### src/rtl/uart_tx_fifo.sv
// Buffered 8N1 UART transmitter: a small circular FIFO feeds a serializer.
// Back-to-back frames leave no idle gap while the FIFO still holds bytes.
module uart_tx_fifo #(
    parameter int ClockFreq = 50_000_000,
    parameter int BaudRate  = 115_200,
    parameter int Depth     = 4
) (
    input  logic                         Clock,
    input  logic                         Reset,
    input  logic [7:0]                   DataIn,
    input  logic                         DataInValid,
    output logic                         DataInReady,
    output logic                         SOut,
    output logic                         Busy,
    output logic [$clog2(Depth+1)-1:0]   Level
);

    localparam int SymbolEdgeTime = ClockFreq / BaudRate;
    localparam int CntW   = (SymbolEdgeTime > 1) ? $clog2(SymbolEdgeTime) : 1;
    localparam int PtrW   = $clog2(Depth);
    localparam int LevelW = $clog2(Depth + 1);
    localparam logic [CntW-1:0]   CntLast   = CntW'(SymbolEdgeTime - 1);
    localparam logic [LevelW-1:0] LevelFull = LevelW'(Depth);

    typedef enum logic [1:0] {IDLE, START, DATA, STOP} state_t;

    state_t          state, state_next;
    logic [CntW-1:0] baud_cnt, baud_cnt_next;
    logic [2:0]      bit_idx, bit_idx_next;
    logic [7:0]      shift, shift_next;
    logic            sout_next;
    logic [7:0]      mem [Depth];
    logic [PtrW-1:0] wr_ptr, rd_ptr;
    logic            push, pop, symbol_end;

    // Ready looks only at registered occupancy, so a same-cycle pop never opens it early.
    assign DataInReady = (Level != LevelFull);
    assign push        = DataInValid && DataInReady;
    assign symbol_end  = (baud_cnt == CntLast);
    assign Busy        = (state != IDLE) || (Level != '0);

    always_ff @(posedge Clock) begin
        if (push) begin
            mem[wr_ptr] <= DataIn;
        end
    end

    always_ff @(posedge Clock or negedge Reset) begin
        if (!Reset) begin
            wr_ptr <= '0;
            rd_ptr <= '0;
            Level  <= '0;
        end else begin
            if (push) wr_ptr <= wr_ptr + 1'b1;
            if (pop)  rd_ptr <= rd_ptr + 1'b1;
            case ({push, pop})
                2'b10:   Level <= Level + 1'b1;
                2'b01:   Level <= Level - 1'b1;
                default: Level <= Level;
            endcase
        end
    end

    always_ff @(posedge Clock or negedge Reset) begin
        if (!Reset) begin
            state    <= IDLE;
            baud_cnt <= '0;
            bit_idx  <= '0;
            shift    <= '0;
            SOut     <= 1'b1;
        end else begin
            state    <= state_next;
            baud_cnt <= baud_cnt_next;
            bit_idx  <= bit_idx_next;
            shift    <= shift_next;
            SOut     <= sout_next;
        end
    end

    always_comb begin
        state_next    = state;
        baud_cnt_next = baud_cnt + 1'b1;
        bit_idx_next  = bit_idx;
        shift_next    = shift;
        pop           = 1'b0;
        sout_next     = 1'b1;
        case (state)
            IDLE: begin
                baud_cnt_next = '0;
                if (Level != '0) begin
                    pop        = 1'b1;
                    shift_next = mem[rd_ptr];
                    state_next = START;
                end
            end
            START: begin
                if (symbol_end) begin
                    baud_cnt_next = '0;
                    bit_idx_next  = '0;
                    state_next    = DATA;
                end
            end
            DATA: begin
                if (symbol_end) begin
                    baud_cnt_next = '0;
                    if (bit_idx == 3'd7) begin
                        state_next = STOP;
                    end else begin
                        bit_idx_next = bit_idx + 1'b1;
                        shift_next   = {1'b0, shift[7:1]};
                    end
                end
            end
            STOP: begin
                if (symbol_end) begin
                    baud_cnt_next = '0;
                    // Chain straight into the next frame when a byte is waiting.
                    if (Level != '0) begin
                        pop        = 1'b1;
                        shift_next = mem[rd_ptr];
                        state_next = START;
                    end else begin
                        state_next = IDLE;
                    end
                end
            end
            default: state_next = IDLE;
        endcase
        case (state_next)
            START:   sout_next = 1'b0;
            DATA:    sout_next = shift_next[0];
            default: sout_next = 1'b1;
        endcase
    end

endmodule

### config.mk
export PLATFORM = sky130hd
export DESIGN_NAME = uart_tx_fifo
export DESIGN_NICKNAME = d
export VERILOG_FILES = /design/src/rtl/uart_tx_fifo.sv
export SDC_FILE = /design/constraint.sdc
export NUM_CORES = 1
export LEC_CHECK = 0
export CAP_MARGIN = 25
export CORE_UTILIZATION = 35
export DETAILED_ROUTE_END_ITERATION = 6
export GPL_ROUTABILITY_DRIVEN = 0
export HOLD_SLACK_MARGIN = 0.08
export PLACE_DENSITY = 0.57
export SETUP_SLACK_MARGIN = 0.2
export SYNTH_ARGS = -nofsm -noshare
export SYNTH_HDL_FRONTEND = slang
export SYNTH_SLANG_ARGS = --single-unit
### constraint.sdc
create_clock -name Clock -period 3.8 [get_ports Clock]
set_input_delay 0.38 -clock Clock [delete_from_list [all_inputs] [get_ports Clock]]
set_output_delay 0.38 -clock Clock [all_outputs]
set_load 0.005 [all_outputs]
# --- Word level (Yosys, flattened, before mapping) ---
# Memories as Yosys holds them, arrays and structs flattened.
# Index checks and enable logic that the tools add are counted.
word_totals:
  output_inout_bits: 6
  input_bits: 11
  ram_bits: 32
  register_bits: 30
  mem_count: 1
classes:
  addsub: 6
  n_reduce_logical: 11
  muxes: 25
  n_eq_ne: 14
mem_list:
  columns: ["name", "depth", "word_bits", "read_ports", "rd_ports_with_merged_regs", "write_ports", "line", "rtl"]
  rows:
  - ["mem", 4, 8, 1, 0, 1, "32", "logic [7:0] mem [Depth];"]
ops:
  columns: ["op", "n"]
  rows:
  - ["$mux 8", 4]
  - ["$pmux 8 s3", 1]
  - ["$pmux 9 s2", 1]
  - ["$pmux 3 s2", 2]
  - ["$mux 2", 5]
  - ["$add 9x1->9 const B", 1]
  - ["$eq 9x9->1 const B", 1]
  - ["$mux 3", 3]
  - ["$mux 9", 1]
  - ["$eq 2x2->1 const B", 4]
  - ["$ne 2x2->1 const B", 4]
  - ["$pmux 2 s4", 1]
  - ["$reduce_and 4->1", 2]
  - ["$add 3x1->3 const B", 2]
  - ["$eq 2x1->1 const B", 3]
  - ["$reduce_bool 2->1", 3]
  - ["$reduce_bool 3->1", 2]
  - ["$mux 1", 5]
  - ["$add 2x1->2 const B", 2]
  - ["$pmux 1 s2", 2]
  - ["$eq 3x3->1 const B", 1]
  - ["$ne 3x3->1 const B", 1]
  - ["$reduce_or 3->1", 1]
  - ["$sub 3x1->3 const B", 1]
  - ["other kinds (3)", 3]

# --- Logic depth before layout (Yosys ltp) ---
logic_depth:
  word_depth: 6
  mapped_depth: 11
  mapped_depth_nobuf: 11

# --- Worst setup path before layout ---
# No wires, ideal clock.
synth_path:
  path_kind: "reg-to-reg"
  start: "register baud_cnt[1]"
  end: "register Level[2]"
  path_stages_with_launch: 12
  setup_slack_ns: 1.337
  t_arrival_ns: 2.384
  synth_period_minus_slack_ns: 2.463
  path_cell_list: "dfrtp_1 -> inv_1 -> ha_1 -> and4bb_2 -> a31oi_2 -> nor3_1 -> ha_1 -> inv_1 -> fa_1 -> xor2_1 -> nor2_1 -> xor2_1"
synth_between:
  elab_chain_len: 5
  elab_cells_between_ends: 7
  cone_classes: "eq/ne (3); mux (3); reduce/logical (1)"
synth_rtl:
  columns: ["item", "line", "rtl"]
  rows:
  - ["start: declaration", "28", "logic [CntW-1:0] baud_cnt, baud_cnt_next;"]
  - ["start signal: assignment", "73", "baud_cnt <= baud_cnt_next;"]
  - ["$eq 9x9->1 (*)", "39", "assign symbol_end = (baud_cnt == CntLast);"]
  - ["$mux 1 (*)", "115", "if (symbol_end) begin"]
  - ["$pmux 1 s2 (*)", "87", "case (state)"]
  - ["via pop", "34", "logic push, pop, symbol_end;"]
  - ["$eq 2x1->1 or $eq 2x2->1 (tied branches)", "56", "case ({push, pop})"]
  - ["$pmux 3 s2 or $reduce_bool 2->1 (tied branches)", null, null]
  - ["end signal: assignment", "57", "2'b10: Level <= Level + 1'b1;"]
  - ["end signal: assignment", "58", "2'b01: Level <= Level - 1'b1;"]
  - ["end signal: assignment", "59", "default: Level <= Level;"]
  - ["end: declaration", "15", "output logic [$clog2(Depth+1)-1:0] Level"]
# Mark *: on every way through the listed nets, which the timed path passes. The rest lies on a longest branch.
# A chain may end at the register's enable or synchronous reset.

# --- Worst setup path in the final report ---
# Ends and elaborated chain as after synthesis.

==> run_results.csv <==
group,metric,value,unit
synthesis,synthTopCellsByCount,"32 x edfxtp_1, 29 x dfrtp_1, 16 x nor2_1, 15 x ha_1, 14 x nand2_1",
finish,nets,268,
finish,fillers,787,
global_route,gr-total-overflow,0,
route,routed-via-count,1779,
synthesis,syn_inst,220,
worst_setup_path,critPathMaxFanout,8,
clocking,cts.path.max_buffers,2,
clocking,clkLatencyLatePin,0.34,ns
power,p_leak,0.001427,uW
clocking,numCtsBuffers,9,
finish,drive_gt1_share,9.350,%
power,powerDensity,698.8,nW/um^2
power,vdd_drop_max,0.3059,mV
finish,multi_input_area,1197,um^2
clocking,postCtsSetupRepairBufs,0,
sta,hold_viol_final,0,
die,io-pin-count,17,
synthesis,synth_fp_nets,247,
die,die_y,94.74,um
sta,clock_skew,0.01244,ns
global_route,grt_max_degree,31,
worst_setup_path,cp.required,4.06,ns
route,drc_errors,0,
route,post_drt_via_cell_ratio,5.068,
synthesis,async_flop_share,48.39,%
power,sw_frac_of_total,31.34,%
synthesis,synth-edff-count,32,
sta,finalSetupViolations,0,
synthesis,synth_top_area_share,31.92,%
route,drtIter0Drc,60,
sta,fin_crit,2.719,ns
finish,regArea,1713,um^2
die,core.rowCount,33,
clocking,root_buffer,"clkbuf_8",
clocking,cts_tree,"done",
synthesis,synth_most_common_cell,"edfxtp_1",
clocking,ctsHoldBuffers,0,
place,dp_hpwl,3529,um
power,clkPwrFrac,29.1,%
global_route,grt_usage,13.55,%
synthesis,yosysSeqAreaShare,56.90,%
die,initial_core_util,36.45,%
synthesis,avgSynthCellArea,13.68,um^2
route,met1Wirelength,2538,um
die,fp.dieW,94.74,um
die,core_area,8258,um^2
synthesis,yosysWarnings,0,
global_route,antenna_found_initial,0,
clocking,cts_htree_levels,3,
worst_setup_path,worstPathArrival,2.98,ns
clocking,cts.sinks,62,
sta,worst_pin_slew,0.7613,ns
synthesis,ys_ff_latch,62,
die,die-area,8976,um^2
place,io_buffers,16,
synthesis,ys_types,45,
route,wl,5200,um
worst_setup_path,r2r_slack,1.08,ns
sta,slew_violations,0,
worst_setup_path,worstSetupPathType,"flop to flop",
power,p_seq_share,42.1,%
sta,period_share,71.54,%
sta,fmax,367.8,MHz
synthesis,synth_area,3010,um^2
clocking,path_clk_slew,0.08,ns
synthesis,synthTopCellsByArea,"edfxtp_1 32%, dfrtp_1 24%, ha_1 6.2%",
worst_setup_path,startpoint_type,"flop",
power,p_int,1674,uW
sta,fin_tns_setup,0,ns
power,p_sw,764.2,uW
power,combPwrFrac,28.9,%
route,route.top_layer_used,"met4",
finish,diodes,0,
route,wl_per_cell,14.81,um
worst_setup_path,startpoint,"baud_cnt[1]$_DFF_PN0_",
worst_hold_path,holdCritPathClass,"primary input to async pin",
finish,syn2layout_area_growth,15.92,%
sta,rsz0062_at_grt,"no",
clocking,ctsResizeCount,0,
worst_setup_path,cp-end-kind,"flop",
worst_setup_path,r2r-start,"baud_cnt[1]$_DFF_PN0_",
synthesis,synth_top_area_cell,"edfxtp_1",
worst_setup_path,r2r_cells,11,
global_route,grt_pass1_wl,9045,um
job,drv_cap,0,
power,p_total,2439,uW
outcome,outcome,"finished, final reports clean",
route,firstDrtPassIters,4,
sta,slew-limit-headroom,49.14,%
route,final_antenna_net_count,0,
route,wl_met2,2421,um
route,dr_wl_met3,129,um
global_route,first_global_vias,1850,
synthesis,synth_flop_cell,"edfxtp_1",
==> power groups by stage <==
stage	sequential [uW]	clock (uW)	combinational (uW)
floorplan	975	0	585
global placement	1040	0	708
detailed placement	1040	0	717
CTS	1030	724	720
global route	1050	754	805
finish	1030	709	704
==> per-stage QoR <==
stage	utilization (%)	hold slack (ns)	setup WS [ns]	cell area [um^2]	std cells
final	42.26	0.4319	1.081	3490	351
after global routing	42.26	0.4819	0.8133	3490	351
after CTS	42.26	0.4368	1.034	3490	351
after detailed placement	39.27	0.4813	1.066	3243	335
after global placement	39.27	0.4721	1.143	3243	335
after floorplan	-	0.08441	1.337	3010	220
==> cells in the final DEF (no fill, tap or decap), drive strengths merged, types with 2 or more instances in the layout <==
cell type / count
and3: 7
nand3: 5
clkinv: 2
nor3: 5
nor2: 16
or3: 3
mux2i: 6
clkbuf: 9
a22o: 11
bufinv: 3
nand2: 15
clkdlybuf4s50: 16
o2bb2ai: 7
xor2: 5
o21ai: 8
mux4: 8
o31ai: 2
dfrtp: 29
clkinvlp: 2
ha: 15
a21boi: 2
xnor2: 6
a21oi: 4
edfxtp: 32
inv: 9
==> cells by family after synthesis <==
kind of cell,synth area share [%]
DFF,56.90
and+or+nand+nor,10.43
AOI/OAI and AO/OA,10.39
buffers and inverters,3.325
adders and majority gates,6.899
muxes,8.853
xor gates and xnor gates,3.200
==> final timing paths <==
path                                         endpoint
max in group asynchronous              SOut$_DFF_PN1_
min in group Clock              baud_cnt[0]$_DFF_PN0_
worst min-delay path            baud_cnt[4]$_DFF_PN0_
worst min register to register  baud_cnt[0]$_DFF_PN0_
worst max register to register   Level[2]$_DFFE_PN0P_
worst max-delay path             Level[2]$_DFFE_PN0P_
==> per-layer routing <==
metal | up-vias | global-route usage, %
met5 | - | 0
met4 | 0 | 6.439
met3 | 11 | 3.382
met2 | 22 | 21.64
met1 | 877 | 17.21
li1 | 869 | -
==> critical path, stage by stage, from the launching register on <==
cell      delay [ns]
dfrtp_1         0.40
inv_1           0.06
ha_1            0.15
and4bb_2        0.31
a31oi_2         0.23
nor3_1          0.40
ha_1            0.26
inv_1           0.06
fa_1            0.37
xor2_1          0.15
nor2_1          0.11
xor2_1          0.15
==> registers in the layout (all words and copies together) (netlist names) <==
register,flops
mem,32
baud_cnt,9
shift,8
Level,3
bit_idx,3
rd_ptr,2
state,2
wr_ptr,2
SOut,1
==> final cells by class <==
class / count / area share (%)
timing repair buffer: 17 / 4.805
sequential: 62 / 49.09
inverter: 9 / 0.9681
tap: 105 / 3.765
clock inverter: 7 / 3.514
clock buffer: 9 / 3.550
multi-input combinational: 142 / 34.31
No activity file was read; power rests on OpenSTA's default activity.
